`config.mk`:
```
export PLATFORM = sky130hd
export DESIGN_NAME = audio_dac_player
export DESIGN_NICKNAME = d
export VERILOG_FILES = /design/src/rtl/audio_pkg.sv /design/src/rtl/i2s_shifter.sv /design/src/rtl/audio_dac_player.sv
export SDC_FILE = /design/constraint.sdc
export NUM_CORES = 1
export LEC_CHECK = 0
export BUFFER_PORTS_ARGS = -buffer_cell sky130_fd_sc_hd__buf_2
export CELL_PAD_IN_SITES_DETAIL_PLACEMENT = 0
export CELL_PAD_IN_SITES_GLOBAL_PLACEMENT = 1
export CORE_MARGIN = 2
export CORE_UTILIZATION = 50
export DETAILED_ROUTE_END_ITERATION = 8
export PLACE_DENSITY_LB_ADDON = 0.25
export SLEW_MARGIN = 5
export SYNTH_ARGS = -nofsm -noshare
export SYNTH_HDL_FRONTEND = slang
export SYNTH_SLANG_ARGS = --single-unit
```
`constraint.sdc`:
```
create_clock -name i_clk -period 4.4 [get_ports i_clk]
set_input_delay 0.88 -clock i_clk [delete_from_list [all_inputs] [get_ports i_clk]]
set_output_delay 0.88 -clock i_clk [all_outputs]
set_load 0.01 [all_outputs]
```
`src/rtl/audio_pkg.sv`:
```
// Shared definitions for the audio DAC playback path.
// Holds the default per-channel sample width, the playback state type and
// the width of the underrun counter, plus a saturating increment helper.
package audio_pkg;

   localparam int SAMPLE_W_DEFAULT = 16;
   localparam int UNDERRUN_W       = 16;

   typedef enum logic [2:0] {
      IDLE,
      WAIT_L,
      SHIFT_L,
      GAP_L,
      SHIFT_R,
      GAP_R
   } state_t;

   function automatic logic [UNDERRUN_W-1:0] sat_inc(input logic [UNDERRUN_W-1:0] v);
      return (v == '1) ? v : v + UNDERRUN_W'(1);
   endfunction

endpackage

```
`src/rtl/i2s_shifter.sv`:
```
// MSB-first serialiser for one I2S channel sample.
// Ports:
//   clk, rst_n : clock, asynchronous active-low reset
//   load       : capture a new sample; its MSB is presented on ser this cycle
//   shift      : advance to the next bit (ignored once done)
//   sample     : channel sample to serialise
//   ser        : bit to be registered by the caller this cycle
//   done       : all SAMPLE_W bits have been presented
module i2s_shifter #(
   parameter int SAMPLE_W = 16
) (
   input  logic                clk,
   input  logic                rst_n,
   input  logic                load,
   input  logic                shift,
   input  logic [SAMPLE_W-1:0] sample,
   output logic                ser,
   output logic                done
);

   localparam int CNT_W = $clog2(SAMPLE_W) + 1;

   logic [SAMPLE_W-1:0] sr;
   logic [CNT_W-1:0]    cnt;

   // On a load the MSB bypasses the register so the caller can drive it on
   // the same edge that captures the sample; the counter then already
   // accounts for that first bit.
   assign ser  = load ? sample[SAMPLE_W-1] : sr[SAMPLE_W-1];
   assign done = (cnt == CNT_W'(SAMPLE_W));

   always_ff @(posedge clk or negedge rst_n) begin
      if (!rst_n) begin
         sr  <= '0;
         cnt <= '0;
      end else if (load) begin
         sr  <= sample << 1;
         cnt <= CNT_W'(1);
      end else if (shift && !done) begin
         sr  <= sr << 1;
         cnt <= cnt + CNT_W'(1);
      end
   end

endmodule

```
`src/rtl/audio_dac_player.sv`:
```
// I2S playback engine: buffers one stereo word from the play core and
// serialises it to the codec, left channel first, with the 1-BCLK I2S delay.
// Frames with no buffered word play silence and bump a saturating counter.
// Ports:
//   i_clk          : inverted AUD_BCLK
//   i_rst_n        : asynchronous active-low reset
//   i_en           : playback enable
//   i_daclrck      : codec LRCK (0 = left, 1 = right)
//   i_audio_valid  : upstream word valid
//   i_audio_data   : {left, right} samples, MSB first
//   o_audio_ready  : buffer can accept a word
//   o_dacdat       : serial data to AUD_DACDAT
//   o_underrun_cnt : frames played without data (saturating)
//
// state   | meaning
// --------+-------------------------------------------------------------
// IDLE    | disabled, output held low, no words accepted
// WAIT_L  | enabled, waiting for the first left start to align playback
// SHIFT_L | serialising the left sample of the current frame
// GAP_L   | left sample done, output low until right start
// SHIFT_R | serialising the right sample of the current frame
// GAP_R   | right sample done, output low until next left start
module audio_dac_player
   import audio_pkg::*;
#(
   parameter int SAMPLE_W = SAMPLE_W_DEFAULT
) (
   input  logic                  i_clk,
   input  logic                  i_rst_n,
   input  logic                  i_en,
   input  logic                  i_daclrck,
   input  logic                  i_audio_valid,
   input  logic [2*SAMPLE_W-1:0] i_audio_data,
   output logic                  o_audio_ready,
   output logic                  o_dacdat,
   output logic [UNDERRUN_W-1:0] o_underrun_cnt
);

   state_t                state;
   logic                  lrck_q;
   logic                  buf_full;
   logic [2*SAMPLE_W-1:0] buf_word;
   logic [SAMPLE_W-1:0]   frame_right;

   logic                  left_start;
   logic                  right_start;
   logic                  handshake;
   logic                  go_left;
   logic                  go_right;
   logic                  sh_load;
   logic                  sh_shift;
   logic                  sh_ser;
   logic                  sh_done;
   logic [SAMPLE_W-1:0]   sh_sample;

   assign left_start  = lrck_q & ~i_daclrck;
   assign right_start = ~lrck_q & i_daclrck;

   assign o_audio_ready = ~buf_full & (state != IDLE);
   assign handshake     = i_audio_valid & o_audio_ready;

   // Right starts only count once a left channel has begun, so playback
   // never opens on a right half-frame.
   assign go_left  = i_en & (state != IDLE) & left_start;
   assign go_right = i_en & right_start & ((state == SHIFT_L) || (state == GAP_L));

   assign sh_load  = go_left | go_right;
   assign sh_shift = (state == SHIFT_L || state == SHIFT_R) & ~sh_load;

   // Left sample comes straight from the buffer because the frame register
   // is being written on the same edge; only the right half is kept.
   assign sh_sample = go_left ? (buf_full ? buf_word[2*SAMPLE_W-1:SAMPLE_W] : '0)
                              : frame_right;

   i2s_shifter #(
      .SAMPLE_W (SAMPLE_W)
   ) u_shifter (
      .clk    (i_clk),
      .rst_n  (i_rst_n),
      .load   (sh_load),
      .shift  (sh_shift),
      .sample (sh_sample),
      .ser    (sh_ser),
      .done   (sh_done)
   );

   always_ff @(posedge i_clk or negedge i_rst_n) begin
      if (!i_rst_n) begin
         state          <= IDLE;
         lrck_q         <= 1'b1;
         o_dacdat       <= 1'b0;
         buf_full       <= 1'b0;
         buf_word       <= '0;
         frame_right    <= '0;
         o_underrun_cnt <= '0;
      end else begin
         lrck_q <= i_daclrck;
         if (!i_en) begin
            state    <= IDLE;
            o_dacdat <= 1'b0;
            buf_full <= 1'b0;
         end else begin
            // A word arriving on the left-start edge is never bypassed into
            // the frame starting now; it waits for the following frame.
            if (go_left) begin
               if (buf_full) begin
                  frame_right <= buf_word[SAMPLE_W-1:0];
                  buf_full    <= 1'b0;
               end else begin
                  frame_right    <= '0;
                  o_underrun_cnt <= sat_inc(o_underrun_cnt);
                  if (handshake) begin
                     buf_word <= i_audio_data;
                     buf_full <= 1'b1;
                  end
               end
            end else if (handshake) begin
               buf_word <= i_audio_data;
               buf_full <= 1'b1;
            end

            case (state)
               IDLE: begin
                  state    <= WAIT_L;
                  o_dacdat <= 1'b0;
               end
               WAIT_L, GAP_R: begin
                  if (go_left) begin
                     state    <= SHIFT_L;
                     o_dacdat <= sh_ser;
                  end else begin
                     o_dacdat <= 1'b0;
                  end
               end
               SHIFT_L: begin
                  if (go_left) begin
                     o_dacdat <= sh_ser;
                  end else if (go_right) begin
                     state    <= SHIFT_R;
                     o_dacdat <= sh_ser;
                  end else if (sh_done) begin
                     state    <= GAP_L;
                     o_dacdat <= 1'b0;
                  end else begin
                     o_dacdat <= sh_ser;
                  end
               end
               GAP_L: begin
                  if (go_left) begin
                     state    <= SHIFT_L;
                     o_dacdat <= sh_ser;
                  end else if (go_right) begin
                     state    <= SHIFT_R;
                     o_dacdat <= sh_ser;
                  end else begin
                     o_dacdat <= 1'b0;
                  end
               end
               SHIFT_R: begin
                  if (go_left) begin
                     state    <= SHIFT_L;
                     o_dacdat <= sh_ser;
                  end else if (sh_done) begin
                     state    <= GAP_R;
                     o_dacdat <= 1'b0;
                  end else begin
                     o_dacdat <= sh_ser;
                  end
               end
               default: begin
                  state    <= IDLE;
                  o_dacdat <= 1'b0;
               end
            endcase
         end
      end
   end

endmodule
```
Yosys cells after proc, flatten, opt, wreduce, memory -nomap -nowiden

Cells that the tools add are included.

Bits of input ports: 37
Register bits: 91
Output and inout bits: 18

Eq/ne operators: 14
$add $sub $neg: 2
Mux-type cells: 35
Bitwise logic cells: 15
Reduce and logical (&&, ||, !) cells: 12

Operators by type and width:

| kind                                                            | number |
|---|---|
| 32-bit two-way mux                                              | 3 |
| 16-bit two-way mux                                              | 5 |
| 3-bit two-way mux                                               | 9 |
| 16-bit by 1-bit adder with 16-bit output, second input constant | 1 |
| 16-bit == test, second input constant                           | 1 |
| 3-bit case mux with 5 select lines                              | 1 |
| 1-bit two-way mux                                               | 14 |
| 5-bit two-way mux                                               | 2 |
| 1-bit AND                                                       | 9 |
| 4-bit by 3-bit != test with 1-bit output, second input constant | 2 |
| 3-bit by 2-bit == test with 1-bit output, second input constant | 2 |
| 3-bit == test, second input constant                            | 2 |
| 3-bit != test, second input constant                            | 2 |
| 5-bit by 1-bit adder with 5-bit output, second input constant   | 1 |
| 5-bit == test, second input constant                            | 1 |
| 1-bit inverter                                                  | 5 |
| 5-bit AND reduction                                             | 1 |
| 4-bit != test, second input constant                            | 1 |
| 1-bit case mux with 4 select lines                              | 1 |
| 2-bit AND reduction                                             | 2 |
| 4-bit AND reduction                                             | 1 |
| 3-bit by 1-bit == test with 1-bit output, second input constant | 1 |
| 3-bit zero test                                                 | 1 |
| 3-bit by 1-bit != test with 1-bit output, second input constant | 1 |
| 8 further kinds                                                 | 9 |

Logic depth before layout (Yosys ltp)

Gate-level depths: netlist of run 1.

Depth in word-level cells: 11
Gate-level depth with buffers: 8
Mapped depth without buffers: 7

Hierarchy

Synthesis of run 1 repeated with hierarchy kept, for this count alone.

Cells, all modules: 366
Area total of the unflattened synthesis: 4356.7 um^2

By module, submodules not included:

| module           | area an instance (um^2) | sequential area each (um^2) | cells each | instances |
|---|---|---|---|---|
| audio_dac_player | 3325.7                  | 1752.9                      | 253        | 1 |
| i2s_shifter      | 1031.0                  | 500.5                       | 113        | 1 |

Worst setup path after synthesis of run 1

No wires, ideal clock.

Path type: input-to-reg
From: in i_daclrck
To: reg o_underrun_cnt[15]
Path slack: 2058 ps
Required time: 4272 ps
Path buffers: 0
Stages: 5
Arrival time: 2214 ps
Library setup time: 128 ps
Path through: and2b_2 -> nand3b_4 -> or4_4 -> nor3_2 -> mux2_1

Cells in the longest elaborated chain, start to end: 4

Ends and longest elaborated chain:

| item                                 | line                    | RTL |
|---|---|---|
| from (decl)                          | audio_dac_player.sv:31  | `input logic i_daclrck,` |
| 1-bit inverter                       | audio_dac_player.sv:56  | `assign left_start = lrck_q & ~i_daclrck;` |
| 1-bit AND                            | audio_dac_player.sv:56  |  |
| 1-bit AND                            | audio_dac_player.sv:64  | `assign go_left = i_en & (state != IDLE) & left_start;` |
| 4-bit AND reduction (no source line) | -                       |  |
| to (signal assigned)                 | audio_dac_player.sv:111 | `o_underrun_cnt <= sat_inc(o_underrun_cnt);` |
| to (decl)                            | audio_dac_player.sv:36  | `output logic [UNDERRUN_W-1:0] o_underrun_cnt` |

Every way passes these cells.
A chain may end at the register's enable or synchronous reset.

Worst setup path after layout of run 1

From: in i_daclrck
To: reg o_dacdat

Cells in the longest elaborated chain, start to end: 10
Elaborated cells on any way between the ends: 18
Those cells by class: 11 x mux; 7 x bitwise

Ends and longest elaborated chain:

| item                                                  | line                                             | RTL |
|---|---|---|
| 1-bit AND / 1-bit inverter (equally long branches)    | audio_dac_player.sv:57, audio_dac_player.sv:56   |  |
| 1-bit AND, on equally long branches                   | audio_dac_player.sv:65, audio_dac_player.sv:56   |  |
| 1-bit AND, on equally long branches                   | audio_dac_player.sv:65, audio_dac_player.sv:64   |  |
| 1-bit OR / 16-bit two-way mux (equally long branches) | audio_dac_player.sv:67, audio_dac_player.sv:72   |  |
| 1-bit two-way mux                                     | i2s_shifter.sv:29                                | `assign ser = load ? sample[SAMPLE_W-1] : sr[SAMPLE_W-1];` |
| 1-bit two-way mux                                     | audio_dac_player.sv:141, audio_dac_player.sv:163 |  |
| 1-bit two-way mux                                     | audio_dac_player.sv:138                          | `end else if (go_right) begin` |
| 1-bit two-way mux                                     | audio_dac_player.sv:136                          | `if (go_left) begin` |
| 1-bit case mux with 4 select lines (*)                | audio_dac_player.sv:122                          | `case (state)` |
| 1-bit two-way mux (*)                                 | audio_dac_player.sv:98                           | `if (!i_en) begin` |
| to (signal assigned)                                  | audio_dac_player.sv:137                          | `o_dacdat <= sh_ser;` |
| to (signal assigned)                                  | audio_dac_player.sv:140                          | `o_dacdat <= sh_ser;` |
| to (signal assigned)                                  | audio_dac_player.sv:145                          | `o_dacdat <= sh_ser;` |
| to (decl)                                             | audio_dac_player.sv:35                           | `output logic o_dacdat,` |

Every way passes the cells marked *; elsewhere a longest branch is shown, timed or not.

==> impl_results.md, run 1 <==
* Hold Buf Count CTS at 0
* Library cells used by synthesis at around 50
* Clk_skew at 9.18 ps
* Seq cells post-synth at 90
* Global-route wire length before repair at 13100 µm
* Yosys top cell by area: dfrtp_1
* Synth area leaders: dfrtp_1 (54%), mux2_2 (8.8%), mux2i_1 (3.9%)
* Clock sink count at 90
* Ant diodes at 0
* CTS tree: done
* Wire per inst at 15.3 µm
* Syn-to-layout area delta at 13.1%
* Syn_area_per_cell at 12.1 µm²
* Worst setup startpoint: i_daclrck
* DRC at 0
* Final wirelength at 7630 µm
* Initial Util at 50.6%
* TritonCTS buffer count at 9
* Post-synthesis instance area at 4100 µm²
* Drt initial violations at 170
* Vias in the first global route at ~2600
* Total power at 2740 µW
* Pleak at 0.00212 µW
* Ys async rst share at 100%
* EDFF count, synth at 0
* GRT Overall Usage at around a fifth
* # IOs at 55
* H-tree depth at 3
* Floorplan row count at 33
* Post-synthesis cell count at 338
* CP max-delay cell: nor2_2
* Worst hold-check path type: flop to flop
* Most frequent cells in the layout: dfrtp_1 (89), buf_2 (53), mux2_2 (32)
* PostCTS Resize Cnt at 0
* Dpl ws at 1320 ps
* Ys Warns at 0
* Placed Cells incl. Taps at slightly below 500
* Grt ovf at 0
* Root Driver: clkbuf_8
* Post-synthesis net count at 378
* Layout fillers at 724
* Vias post-DR at 2746
* CP max FO at 36
* Power per Cell Area at 592 nW/µm²
* Die area at roughly 8900 µm²
* Slew Limit Fails at 0
* Most common cell after layout, fill and taps aside: dfrtp_1
* Peak VDD IR at 288 µV
* Multi-input combinational cell area at 1690 µm²
* Startpoint Class: input port
* RSZ-0062 raised after global routing: false
* Clock Latency Late Sink at around 350 ps
* HPWL Detailed at 5160 µm
* Share of layout cells above drive strength 1 at approximately a third
* Fmax at about 370 MHz
* Setup violators final at 0
* Critical path class: input port to flop
* Fin util at 57.3%
* Crit path to: o_dacdat
* Die Wd at 94.5 µm
* Share of the synthesized area in the top cell type at 54.4%
* Initial antenna violation count at 0
* R2r setup slk at between 1500 and 2000 ps
* Arrival @ worst endpoint at 2950 ps
* Slew headroom at approximately 28%
* Remaining antenna violation count at 0
* Fin crit share at 61.6%
* Nets at about 430
* Die Height at 94.5 µm
* CTS max path bufs at 2
* RR Endpoint: o_dacdat
* Worst Setup Slack, final at 1690 ps
* Register area share after synthesis at between 50 and 60%
* Final GP Congestion at 0.795
* RR Startpoint: u_shifter.cnt[0]
* Hold Fails Final Rpt at 0
* Port bufs at 54
* Worst path required time at 4640 ps
* Number of setup buffers added after CTS at 0
* Sequential cell area at 2250 µm²
* R2R cell count at 7
* Max cap viols at 0
* Router iterations before antenna repair at 4
* Clock slew at reported path FFs at 90 ps
* Worst Max-Slew Pin Slew at ~1100 ps
* CP Capture Type: flop
* Slowest stage delay, CP at 860 ps
* Critical-path cell list: buf_2, and2b_2, nand3b_4, nor2_2, a221oi_1, a311oi_1
* Core Region at 8090 µm²
* Clock period minus worst slack at 2710 ps
* Vias per cell at 5.53
* Status: finished, final reports clean
* Largest net degree at the start of global routing at 60
* Number of non-filler instances in the completed layout at roughly 500
* Setup tns final at 0 ps
* Main synth FF type: dfrtp_1
[final cells by class]
| type | instances | share of cell area, % |
|---|---|---|
| Inverter | 14 | 1.13 |
| Timing Repair Buffer | 59 | 6.70 |
| Clock buffer | 10 | 2.97 |
| Tap cell | 105 | 2.84 |
| Clock inverter | 6 | 1.16 |
| Multi-Input combinational cell | 213 | 36.6 |
| Sequential cell | 90 | 48.6 |
[critical path: cells and delay by family]
kind	cells	cell delay (ps)
AO/OA/AOI/OAI	2	470
buffers and inverters	1	120
AND/OR/NAND/NOR	3	1470
[logic make-up after synthesis]
group                      Yosys count  synth area share [%]
DFF                                 90                  55.0
AOI/OAI and AO/OA                   71                  12.2
and+or+nand+nor                     71                  10.8
muxes                               51                  13.5
buffers and inverters               35                  3.94
xor gates and xnor gates            17                  3.63
adders and majority gates            3                 0.916
[synth_stat cells (all sizes together) (3+ instances only)]
library cell and count:
mux2i 16, clkbuf 9, a22o 16, nand2 10, dfrtp 89, a221oi 15
mux2 35, nor2 17, nand4 7, nand3 6, xnor2 5, a21oi 19
nor2b 4, buf 12, nor3 10, o21ai 12, xor2 12, inv 14
ha 3
[where the power goes]
group          total, µW  internal, µW  switching [µW]
combinational        802           439             363
clock                541           233             308
sequential          1400          1160             246
[worst min-delay path by stage]
stage,from,end,slack (ps),cells past startpoint
floorplan,buf_word[2],frame_right[2],460,1
global placement,buf_word[2],frame_right[2],470,1
detailed placement,buf_word[2],frame_right[2],480,1
CTS,buf_word[2],frame_right[2],500,1
global route,buf_word[2],frame_right[2],520,1
finish,buf_word[2],frame_right[2],490,1
[registers in the layout (all words and copies together) (netlist names)]
name and count:
buf_full 1, u_shifter.cnt 5, o_underrun_cnt 16, u_shifter.sr 15, state 3, o_dacdat 1, lrck_q 1, frame_right 16
buf_word 32
[metal layers]
layer | track usage, % | wire, µm | up-vias
met4 | 5.43 | 79 | 0
met3 | 2.39 | 197 | 8
met5 | 0 | 0 | -
met1 | 30.2 | 3900 | 1361
li1 | - | - | 1333
met2 | 26.6 | 3450 | 44
[per-stage QoR]
stage | cell area (µm²) | hold WS, ps
global route | 4630 | 516
CTS | 4630 | 500
detailed placement | 4440 | 479
floorplan | 4100 | 459
finish | 4630 | 492
global placement | 4440 | 475
No activity file was read; power rests on OpenSTA's default activity.
==> inputs of run 2 (changes only) <==
--- a/config.mk
+++ b/config.mk
@@ -9,7 +9,7 @@
 export CELL_PAD_IN_SITES_DETAIL_PLACEMENT = 0
 export CELL_PAD_IN_SITES_GLOBAL_PLACEMENT = 1
 export CORE_MARGIN = 2
-export CORE_UTILIZATION = 50
+export CORE_UTILIZATION = 46
 export DETAILED_ROUTE_END_ITERATION = 8
 export PLACE_DENSITY_LB_ADDON = 0.25
 export SLEW_MARGIN = 5
==> constraint.sdc (replaced) <==
create_clock -name i_clk -period 2.81 [get_ports i_clk]
set_input_delay 0.562 -clock i_clk [delete_from_list [all_inputs] [get_ports i_clk]]
set_output_delay 0.562 -clock i_clk [all_outputs]
set_load 0.01 [all_outputs]
==> run 2 against run 1 <==
Compared with the run above:
- wire length grew 5.3%
- die area grew 8.3%
- count of clock-buffer cells in the layout shrank 1
- sequential share of layout area shrank 0.46 points
- total power grew 60%
- critical path depth is the same
- worst hold slack lost 290 ps
- non-clock buffer count grew 4
- clock power grew 68%
- combinational power grew 61%
- critical endpoint is now u_shifter.sr[1]
==> impl_results.md, run 2 (synthesized netlist as in run 1, its figures left out) <==
* DRC at 0 (unchanged)
* Top reg by flops: buf_word (unchanged)
* GRT Overall Usage at 17.7% (was 18.8%)
* Clock Latency Late Sink at 350 ps (about the same)
* Final GP Congestion at 0.798 (was 0.795)
* Worst hold-check path type: input port to asynchronous set/reset pin (was flop to flop)
* Die Height at 98.4 µm (was 94.5 µm)
* Largest net degree at the start of global routing at 46 (was 60)
* Fmax at approximately 460 MHz
* Die Wd at 98.4 µm (was 94.5 µm)
* Startpoint Class: flop (was input port)
* Vias per cell at 5.59 (was 5.53)
* Port bufs at 54 (unchanged)
* Router iterations before antenna repair at 4 (unchanged)
* Setup violators final at 0 (unchanged)
* PostCTS Resize Cnt at 0 (unchanged)
* CTS max path bufs at 2 (unchanged)
* Worst setup startpoint: state[2] (was i_daclrck)
* Critical path class: flop to flop (was input port to flop)
* RSZ-0062 raised after global routing: false (unchanged)
* CP max FO at 20 (was 36)
* Hold Fails Final Rpt at 0 (unchanged)
* Fin crit share at 78.2%
* Root Driver: clkbuf_8 (unchanged)
* Share of layout cells above drive strength 1 at 32.3% (was 31.6%)
* Max cap viols at 0 (unchanged)
* Clk_skew at 10.9 ps (was 9.18 ps)
* RR Startpoint: state[2] (was u_shifter.cnt[0])
* Nets at 431 (was 427)
* Peak VDD IR at 400 µV (was 288 µV)
* Setup tns final at 0 ps (unchanged)
* Placed Cells incl. Taps at 488 (was 481)
* Number of non-filler instances in the completed layout at 504 (was 497)
* Worst Max-Slew Pin Slew at 774 ps (was 1070 ps)
* CTS tree: done (unchanged)
* Power per Cell Area at 938 nW/µm² (was 592 nW/µm²)
* Pleak at 0.00214 µW (was 0.00212 µW)
* Slew Limit Fails at 0 (unchanged)
* Slew headroom at 48.4% (was 28.3%)
* Wire per inst at 15.9 µm (was 15.3 µm)
* Max reg flops at 32 (unchanged)
* Drt initial violations at 150 (was 170)
* Final wirelength at 8030 µm (was 7630 µm)
* Arrival @ worst endpoint at 2470 ps (was 2950 ps)
* # IOs at 55 (unchanged)
* Syn-to-layout area delta at 14.2% (was 13.1%)
* HPWL Detailed at 5730 µm (was 5160 µm)
* Die area at 9680 µm² (was 8930 µm²)
* Most common cell after layout, fill and taps aside: dfrtp_1 (unchanged)
* R2r setup slk at 610 ps (was 1760 ps)
* Initial Util at 47.2% (was 50.6%)
* Global-route wire length before repair at 13900 µm (was 13100 µm)
* Initial antenna violation count at 0 (unchanged)
* Fin util at 53.9% (was 57.3%)
* Design area at 4680 µm² (was 4630 µm²)
* H-tree depth at 3 (unchanged)
* Vias in the first global route at 2749 (was 2620)
* Remaining antenna violation count at 0 (unchanged)
* Crit path to: u_shifter.sr[1] (was o_dacdat)
* Floorplan row count at 34 (was 33)
* Vias post-DR at 2817 (was 2746)
* RR Endpoint: u_shifter.sr[1] (was o_dacdat)
* Most frequent cells in the layout: dfrtp_1 (89), buf_2 (53), mux2_2 (32) (unchanged)
* Placed instance area at 4470 µm² (was 4440 µm²)
* Clock period minus worst slack at 2200 ps
* R2R cell count at 6 (was 7)
* Layout fillers at 787 (was 724)
* Grt ovf at 0 (unchanged)
* Status: finished, final reports clean (unchanged)
* Core Region at 8680 µm² (was 8090 µm²)
* Worst path required time at 3080 ps (was 4640 ps)
* Clock sink count at 90 (unchanged)
* Hold Buf Count CTS at 0 (unchanged)
* Number of setup buffers added after CTS at 0 (unchanged)
* Ant diodes at 0 (unchanged)
* Biggest regs: buf_word x32, frame_right x16, o_underrun_cnt x16 (unchanged)
* Clock slew at reported path FFs at 100 ps (was 90 ps)
* TritonCTS buffer count at 9 (unchanged)
* CP Capture Type: flop (unchanged)
[run 2: metrics by stage]
| stage | setup WS [ps] | power (µW) | hold slack (ps) |
|---|---|---|---|
| finish | 612 | 4390 | 197 |
| CTS | 598 | 4440 | 211 |
| global route | 387 | 4710 | 238 |
| floorplan | 786 | 3150 | 266 |
| detailed placement | 427 | 3530 | 479 |
| global placement | 489 | 3480 | 477 |
[run 2: how the worst min path moves through the flow]
| stage | start | to | slack, ps | depth (start not counted) |
|---|---|---|---|---|
| floorplan | i_rst_n | buf_full | 270 | 0 |
| global placement | buf_word[2] | buf_word[2] | 480 | 1 |
| detailed placement | buf_word[5] | buf_word[5] | 480 | 1 |
| CTS | i_rst_n | buf_full | 210 | 1 |
| global route | i_rst_n | o_underrun_cnt[8] | 240 | 1 |
| finish | i_rst_n | o_underrun_cnt[8] | 200 | 1 |
[run 2: report_power, final]
part | internal (µW) | switching [µW] | leakage (µW)
clock network | 427 | 481 | 0.000102
logic | 707 | 580 | 0.000924
registers | 1810 | 383 | 0.00112
total | 2940 | 1440 | 0.00214
[run 2: critical path, cell delays in order (launching register included)]
cell      delay [ps]
dfrtp_1          590
nor3_4           110
nand3b_4         240
nor2_2           630
buf_4            320
a22oi_1           90
o21ai_0          140
[run 2: area by class of cell]
| cell class | instances | area, µm² | area share (%) |
|---|---|---|---|
| Sequential cell | 90 | 2250 | 48.2 |
| Multi-Input combinational cell | 213 | 1690 | 36.1 |
| Timing Repair Buffer | 63 | 340 | 7.28 |
| Tap cell | 108 | 135 | 2.89 |
| Clock buffer | 9 | 124 | 2.65 |
| Clock inverter | 7 | 83.8 | 1.79 |
| Inverter | 14 | 52.6 | 1.12 |
[run 2: per-layer routing]
layer	vias up	track usage (%)	share of wire, %
met4	0	6.01	1.9
li1	1342	-	-
met3	12	2.79	3.6
met5	-	0	0
met2	53	25.7	46
met1	1410	27.3	49
